## src/rtl/fxp_to_bcd.sv

```systemverilog
// Signed two's-complement word to sign-magnitude BCD: serial double-dabble for integer digits,
// serial multiply-by-10 for fraction digits. Define BCD_ROUND_EN to round the fraction LSD.
module fxp_to_bcd #(
    parameter int unsigned M           = 32,
    parameter int unsigned I_FRAC      = 8,
    parameter int unsigned INT_DIGITS  = 7,
    parameter int unsigned FRAC_DIGITS = 7
) (
    input  logic                                     CLK,
    input  logic                                     RST,
    input  logic [M-1:0]                             i_val,
    input  logic                                     i_fixed,
    input  logic                                     i_valid,
    output logic                                     o_ready,
    output logic [4*(1+INT_DIGITS+FRAC_DIGITS)-1:0]  o_bcd,
    output logic                                     o_valid,
    input  logic                                     i_ready,
    output logic                                     is_signed,
    output logic                                     is_fixed,
    output logic                                     o_overflow
);

    // Scratch digits cover 2^M; at least one digit above INT_DIGITS for overflow detection
    localparam int unsigned SCR_BASE   = (M * 301) / 1000 + 1;
    localparam int unsigned SCR_DIGITS = (SCR_BASE > INT_DIGITS) ? SCR_BASE : INT_DIGITS + 1;
`ifdef BCD_ROUND_EN
    localparam int unsigned FD_N = FRAC_DIGITS + 1;
`else
    localparam int unsigned FD_N = FRAC_DIGITS;
`endif
    localparam int unsigned CNT_W = $clog2(M + FD_N + 1);

    typedef enum logic [2:0] {
        StIdle, StLoad, StIntConv, StFracConv, StRound, StOut
    } state_e;

    state_e                    state;
    logic [M-1:0]              val_q;
    logic                      fixed_q;
    logic [M-1:0]              bin_q;
    logic [4*SCR_DIGITS-1:0]   scr_q;
    logic [I_FRAC-1:0]         frac_q;
    logic [4*FD_N-1:0]         fdig_q;
    logic [CNT_W-1:0]          cnt_q;

    logic [M-1:0]              mag;
    logic [M-1:0]              mag_int;
    logic [I_FRAC-1:0]         mag_frac;
    logic [4*SCR_DIGITS-1:0]   scr_adj;
    logic [4*SCR_DIGITS-1:0]   scr_shift;
    logic [I_FRAC+3:0]         prod;
    logic [4*FD_N-1:0]         fdig_next;
    logic [4*SCR_DIGITS-1:0]   fin_int;
    logic [4*FRAC_DIGITS-1:0]  fin_frac;
    logic                      fin_carry;
    logic                      fin_ovf;
    logic [4*INT_DIGITS-1:0]   fin_int_out;
    logic                      fin_neg;
    logic                      finish;
    logic                      int_last;
    logic                      frac_last;

    assign o_ready = (state == StIdle);

    always_comb begin
        mag      = val_q[M-1] ? (~val_q + M'(1)) : val_q;
        // Integer field left-aligned so the dabble always consumes bin_q[M-1]
        mag_int  = fixed_q ? {mag[M-1:I_FRAC], {I_FRAC{1'b0}}} : mag;
        mag_frac = fixed_q ? mag[I_FRAC-1:0] : '0;
    end

    always_comb begin
        scr_adj = scr_q;
        for (int i = 0; i < SCR_DIGITS; i++) begin
            if (scr_q[4*i +: 4] >= 4'd5) scr_adj[4*i +: 4] = scr_q[4*i +: 4] + 4'd3;
        end
    end

    assign scr_shift = {scr_adj[4*SCR_DIGITS-2:0], bin_q[M-1]};
    assign prod      = ({4'b0, frac_q} << 3) + ({4'b0, frac_q} << 1);
    assign fdig_next = {fdig_q[4*FD_N-5:0], prod[I_FRAC+3:I_FRAC]};

    assign int_last  = (cnt_q == (fixed_q ? CNT_W'(M - I_FRAC - 1) : CNT_W'(M - 1)));
    assign frac_last = (cnt_q == CNT_W'(FD_N - 1));

`ifdef BCD_ROUND_EN
    logic [4*FRAC_DIGITS-1:0] rnd_frac;
    logic [4*INT_DIGITS-1:0]  rnd_int;
    logic                     rnd_carry;

    // Guard digit sits in the lowest nibble; carry ripples frac LSD up through integer digits
    always_comb begin
        logic       c;
        logic [3:0] d;
        c        = (fdig_q[3:0] >= 4'd5);
        rnd_frac = '0;
        rnd_int  = '0;
        for (int i = 0; i < FRAC_DIGITS; i++) begin
            d = fdig_q[4*(i+1) +: 4];
            if (c) begin
                if (d == 4'd9) d = 4'd0;
                else begin
                    d = d + 4'd1;
                    c = 1'b0;
                end
            end
            rnd_frac[4*i +: 4] = d;
        end
        for (int i = 0; i < INT_DIGITS; i++) begin
            d = scr_q[4*i +: 4];
            if (c) begin
                if (d == 4'd9) d = 4'd0;
                else begin
                    d = d + 4'd1;
                    c = 1'b0;
                end
            end
            rnd_int[4*i +: 4] = d;
        end
        rnd_carry = c;
    end

    assign finish = (state == StIntConv && int_last && !fixed_q) || (state == StRound);
`else
    assign finish = (state == StIntConv && int_last && !fixed_q) ||
                    (state == StFracConv && frac_last);
`endif

    // Result is formed from the values being written on the finishing edge
    always_comb begin
        fin_int   = scr_shift;
        fin_frac  = '0;
        fin_carry = 1'b0;
        if (state == StFracConv) begin
            fin_int  = scr_q;
            fin_frac = fdig_next[4*FD_N-1 -: 4*FRAC_DIGITS];
        end
`ifdef BCD_ROUND_EN
        if (state == StRound) begin
            fin_int   = {scr_q[4*SCR_DIGITS-1:4*INT_DIGITS], rnd_int};
            fin_frac  = rnd_frac;
            fin_carry = rnd_carry;
        end
`endif
        fin_ovf     = (|fin_int[4*SCR_DIGITS-1:4*INT_DIGITS]) | fin_carry;
        fin_int_out = fin_ovf ? {INT_DIGITS{4'h9}} : fin_int[4*INT_DIGITS-1:0];
        fin_neg     = val_q[M-1] && ((fin_int_out != '0) || (fin_frac != '0));
    end

    always_ff @(posedge CLK or posedge RST) begin
        if (RST) begin
            state      <= StIdle;
            val_q      <= '0;
            fixed_q    <= 1'b0;
            bin_q      <= '0;
            scr_q      <= '0;
            frac_q     <= '0;
            fdig_q     <= '0;
            cnt_q      <= '0;
            o_bcd      <= '0;
            o_valid    <= 1'b0;
            is_signed  <= 1'b0;
            is_fixed   <= 1'b0;
            o_overflow <= 1'b0;
        end else begin
            case (state)
                StIdle: begin
                    if (i_valid) begin
                        val_q   <= i_val;
                        fixed_q <= i_fixed;
                        state   <= StLoad;
                    end
                end
                StLoad: begin
                    bin_q  <= mag_int;
                    frac_q <= mag_frac;
                    scr_q  <= '0;
                    fdig_q <= '0;
                    cnt_q  <= '0;
                    state  <= StIntConv;
                end
                StIntConv: begin
                    scr_q <= scr_shift;
                    bin_q <= bin_q << 1;
                    cnt_q <= cnt_q + CNT_W'(1);
                    if (int_last) begin
                        cnt_q <= '0;
                        state <= fixed_q ? StFracConv : StOut;
                    end
                end
                StFracConv: begin
                    frac_q <= prod[I_FRAC-1:0];
                    fdig_q <= fdig_next;
                    cnt_q  <= cnt_q + CNT_W'(1);
                    if (frac_last) begin
                        cnt_q <= '0;
`ifdef BCD_ROUND_EN
                        state <= StRound;
`else
                        state <= StOut;
`endif
                    end
                end
`ifdef BCD_ROUND_EN
                StRound: state <= StOut;
`endif
                StOut: begin
                    if (i_ready) begin
                        o_valid <= 1'b0;
                        state   <= StIdle;
                    end
                end
                default: state <= StIdle;
            endcase

            if (finish) begin
                o_bcd      <= {fin_neg ? 4'hF : 4'h0, fin_int_out, fin_frac};
                is_signed  <= fin_neg;
                is_fixed   <= fixed_q;
                o_overflow <= fin_ovf;
                o_valid    <= 1'b1;
            end
        end
    end

endmodule

```

## config.mk

```make
export PLATFORM = sky130hd
export DESIGN_NAME = fxp_to_bcd
export DESIGN_NICKNAME = d
export VERILOG_FILES = /design/src/rtl/fxp_to_bcd.sv
export SDC_FILE = /design/constraint.sdc
export NUM_CORES = 1
export LEC_CHECK = 0
export ABC_AREA = 1
export ABC_CLOCK_PERIOD_IN_PS = 7100
export CAP_MARGIN = 15
export CORE_MARGIN = 3
export CORE_UTILIZATION = 49
export CTS_CLUSTER_DIAMETER = 200
export DETAILED_ROUTE_END_ITERATION = 10
export PLACE_DENSITY = 0.73
export SYNTH_ARGS = -nofsm -noshare
export SYNTH_HDL_FRONTEND = slang
export SYNTH_SLANG_ARGS = --single-unit
export TNS_END_PERCENT = 10
```

## constraint.sdc

```tcl
create_clock -name CLK -period 7.1 [get_ports CLK]
set_input_delay 1.42 -clock CLK [delete_from_list [all_inputs] [get_ports CLK]]
set_output_delay 1.42 -clock CLK [all_outputs]
set_load 0.005 [all_outputs]
```

==> results.txt <==
----------------------------------------------------
[Yosys]
  Number of library cell types mapped by synthesis ... 40
  Synthesis warning total ... 0
  Complex-gate fraction of the synthesized area ... 15.1%
  Post-Syn Nets ... 1363
  Synthesized-area fraction occupied by xor and xnor cells ... 2.30%
  Leading register cell type out of synthesis ... dfrtp_1
  Sequential fraction of the synthesis area ... 48.4%
  Number of storage elements in the synthesis netlist ... just over 200
  Number of enable-type register cells in the synthesized netlist ... 0
  Syn Area/Cell ... 8.22 µm²
  FFs w/ async S/R, synth ... 100%
  Top-area cell type share of the netlist area ... slightly below 50%
  Proportion of synthesized area in mux cells ... 1.59%
  Area share of and/or/nand/nor cells after synthesis ... 21.2%
  Share of synthesized cell area in full adder, half adder and majority cells ... approximately 3.6%
  Syn Inst Count ... 1296
  Largest cells by area after synthesis ... dfrtp_1 (48%), nand2_1 (12%), inv_1 (4.8%)
  Largest area contributor in the netlist ... dfrtp_1
  Post-synthesis instance area ... roughly 11000 µm²
  Combinational family with the most area after synthesis ... simple AND/OR/NAND/NOR gates

[Floorplanning]
  Placeable core region ... 21200 µm²
  Height of the chip ... 153 µm
  Die width ... 153 µm
  Die area ... 23500 µm²
  Number of core rows ... 53
  Initial cell density of the core ... 50.2%
  IO Pins ... 102

[Placement]
  Placed wire-length estimate after detailed placement ... 17400 µm
  Pre-CTS worst setup slack ... 3.56 ns
  Routability congestion estimate from global placement ... 0.870
  Port-buffer cells ... 101

[Worst setup path]
  Critical-path maximum fanout ... 34
  Req. time, crit path ... around 7.5 ns
  Arrival time worst endpoint ... approximately 4.0 ns
  Reg-to-reg endpoint ... bin_q[31]
  Number of cell instances on the worst register-to-register path ... 10
  Launch instance of the worst register-to-register path ... state[0]
  Kind of critical path ... reg2reg
  Flop2flop setup slack ... 3.50 ns
  Endpoint class of the critical path ... flop
  Critical Path Start Type ... flop

[Finish]
  Top library cells by usage in the layout, fill and taps aside ... nand2_1 (336), dfrtp_1 (206), inv_1 (135), nor2_1 (101), clkdlybuf4s50_1 (101)
  Leading cell type in the layout, fill and taps excluded ... nand2_1
  Relative area change from synthesis to final layout ... 17.9%
  Share of post-route cells with drive strength above 1 ... 6.06%
  Antenna cell count ... 0
  Number of nets at the end of the flow ... 1441

[Pwr]
  Total power density per cell area ... between 400 and 500 nW/µm²
  Maximum resistive drop on vdd ... 0.000229 V
  Leakage dissipation ... 5.95 nW
  Power Total ... 0.00515 W

[Routing]
  Starting DRC count in detailed routing ... between 600 and 700
  Post-route ant nets ... 0
  Total via count after detailed routing ... 9007
  Via density per instance ... 5.42
  Length of the first detailed-routing pass in iterations ... 5
  Routed length per placed instance ... between 15 and 20 µm
  Routed wire length ... 25100 µm
  Total DRC errors in the routed layout ... 0

[Global routing]
  Via count of the first global-routing pass ... between 8000 and 9000
  GRT busiest layer ... met2
  Pin count of the biggest net entering global routing ... 81
  Remaining global-route overflow ... 0
  Met1 Track Usage GR ... 31.6%
  Global router's overall resource usage ... 21.3%
  Fraction of met3 tracks used by global routing ... between 2 and 3%
  Antenna violations before repair ... 0
  Wire length of the first global-routing pass ... 42600 µm
  Met2 track utilization from global routing ... 34.1%

[Hold path]
  Worst hold path startpoint ... o_bcd[13]
  Worst Hold Path EP ... o_bcd[13]
  Classification of the worst-slack hold path ... reg2reg
  Worst hold stages ... 2

[Clock network]
  H-tree Lvls ... 1
  Number of buffers added by the clock tree synthesis step ... 23
  Number of hold-repair buffers added at the cts stage ... 0
  CTS clk-pin slew, worst paths ... roughly 0.06 ns
  Largest buffer count on any clock path ... 3
  Post-CTS Setup Repair Bufs ... 0
  CTS Sinks ... 206
  CTS tree ... built
  CTS resizes ... 0
  Cell at the root of the clock tree ... clkbuf_16
  Clock latency reported for the late side of the worst-skew pair ... 0.50 ns

[STA]
  Setup TNS ... 0 ns
  Crit path setup slack, layout ... about 3.5 ns
  Final number of setup-violating endpoints ... 0
  Worst Max-Slew Pin Slew ... roughly 0.92 ns
  Final critical-path share of the clock period ... 50.7%
  Pins Over Slew Limit ... 0
  Worst-case headroom to the max-slew limit ... 38.4%
  Final number of hold-violating endpoints ... 0
  Final min period ... 3.60 ns
  Skew final ... 0.00860 ns
  Upper clock frequency limit ... 278 MHz
  Setup repair after global routing missed its margin ... no

[Outcome]
  Run status ... completed

[Run]
  Max-capacitance violation count ... 0

----------------------------------------------------
## sequential cells by signal, summed over array words and instances (netlist names)
signal	count
fdig_q	24
o_bcd	57
val_q	32
is_fixed	1
o_overflow	1
scr_q	40
cnt_q	6
o_valid	1
bin_q	32
frac_q	8
fixed_q	1
state	3
## cells in the mapped netlist (all sizes together) (5+ instances only)
master,instances
o221ai,23
inv,145
a31oi,8
o211ai,6
or2,5
nor3,15
xor2,25
a22o,5
clkbuf,27
mux2,15
nand3,62
nand4,17
o2bb2ai,5
a21oi,46
o21ai,111
nor2,105
buf,29
dfrtp,206
o31ai,21
ha,29
nand2,341
o22ai,27
## final cells by class
class | count | area, µm²
clock buffer | 30 | 642
clock inverter | 8 | 123
multi-input combinational | 889 | 4670
fill | 1911 | 8660
inverter | 145 | 552
tap | 275 | 344
sequential | 206 | 5150
timing repair buffer | 109 | 1070
## per-layer routing
layer  vias to the layer above  wire, µm
met4                         0       462
met1                      4252     11800
met3                        35      1320
li1                       4467         -
met5                         -         0
met2                       253     11500
## stage by stage
step                utilization [%]  instances  area (µm²)  hold WS [ns]
detailed placement             55.6       1624       11800         0.467
CTS                            59.2       1662       12600         0.482
finish                         59.2       1662       12600         0.477
global route                   59.2       1662       12600         0.502
floorplan                         -       1296       10700         0.452
global placement               55.6       1624       11800         0.465
## power by group
part           internal [W]  switching, W  total, W
Combinational      0.000803       0.00134   0.00214
Clock              0.000741      0.000462   0.00120
Sequential          0.00153      0.000273   0.00180
Total               0.00307       0.00207   0.00515
## how the worst max path moves through the flow
| stage | endpoint | from | cells past startpoint |
|---|---|---|---|
| floorplan | bin_q[0] | RST | 1 |
| global placement | bin_q[25] | state[0] | 9 |
| detailed placement | bin_q[31] | state[0] | 10 |
| CTS | bin_q[22] | state[0] | 9 |
| global route | bin_q[31] | state[0] | 10 |
| finish | bin_q[31] | state[0] | 10 |
## cell families after synthesis
group | count (synthesis)
AO/OA/AOI/OAI | 265
XOR/XNOR | 28
adder cells (fa/ha/maj) | 30
buffers and inverters | 201
flip-flops | 206
multiplexers | 15
AND/OR/NAND/NOR | 551
## worst max-delay path, stage by stage, from the launching register on
cell and delay [ns]:
dfrtp_1 0.45, inv_2 0.10, nor2_1 0.10, buf_4 0.25
inv_1 0.33, nor2_2 0.50, inv_2 0.26, nand2_1 0.74
buf_4 0.49, nand3_1 0.15, o211ai_1 0.10
No activity file was read; power rests on OpenSTA's default activity.
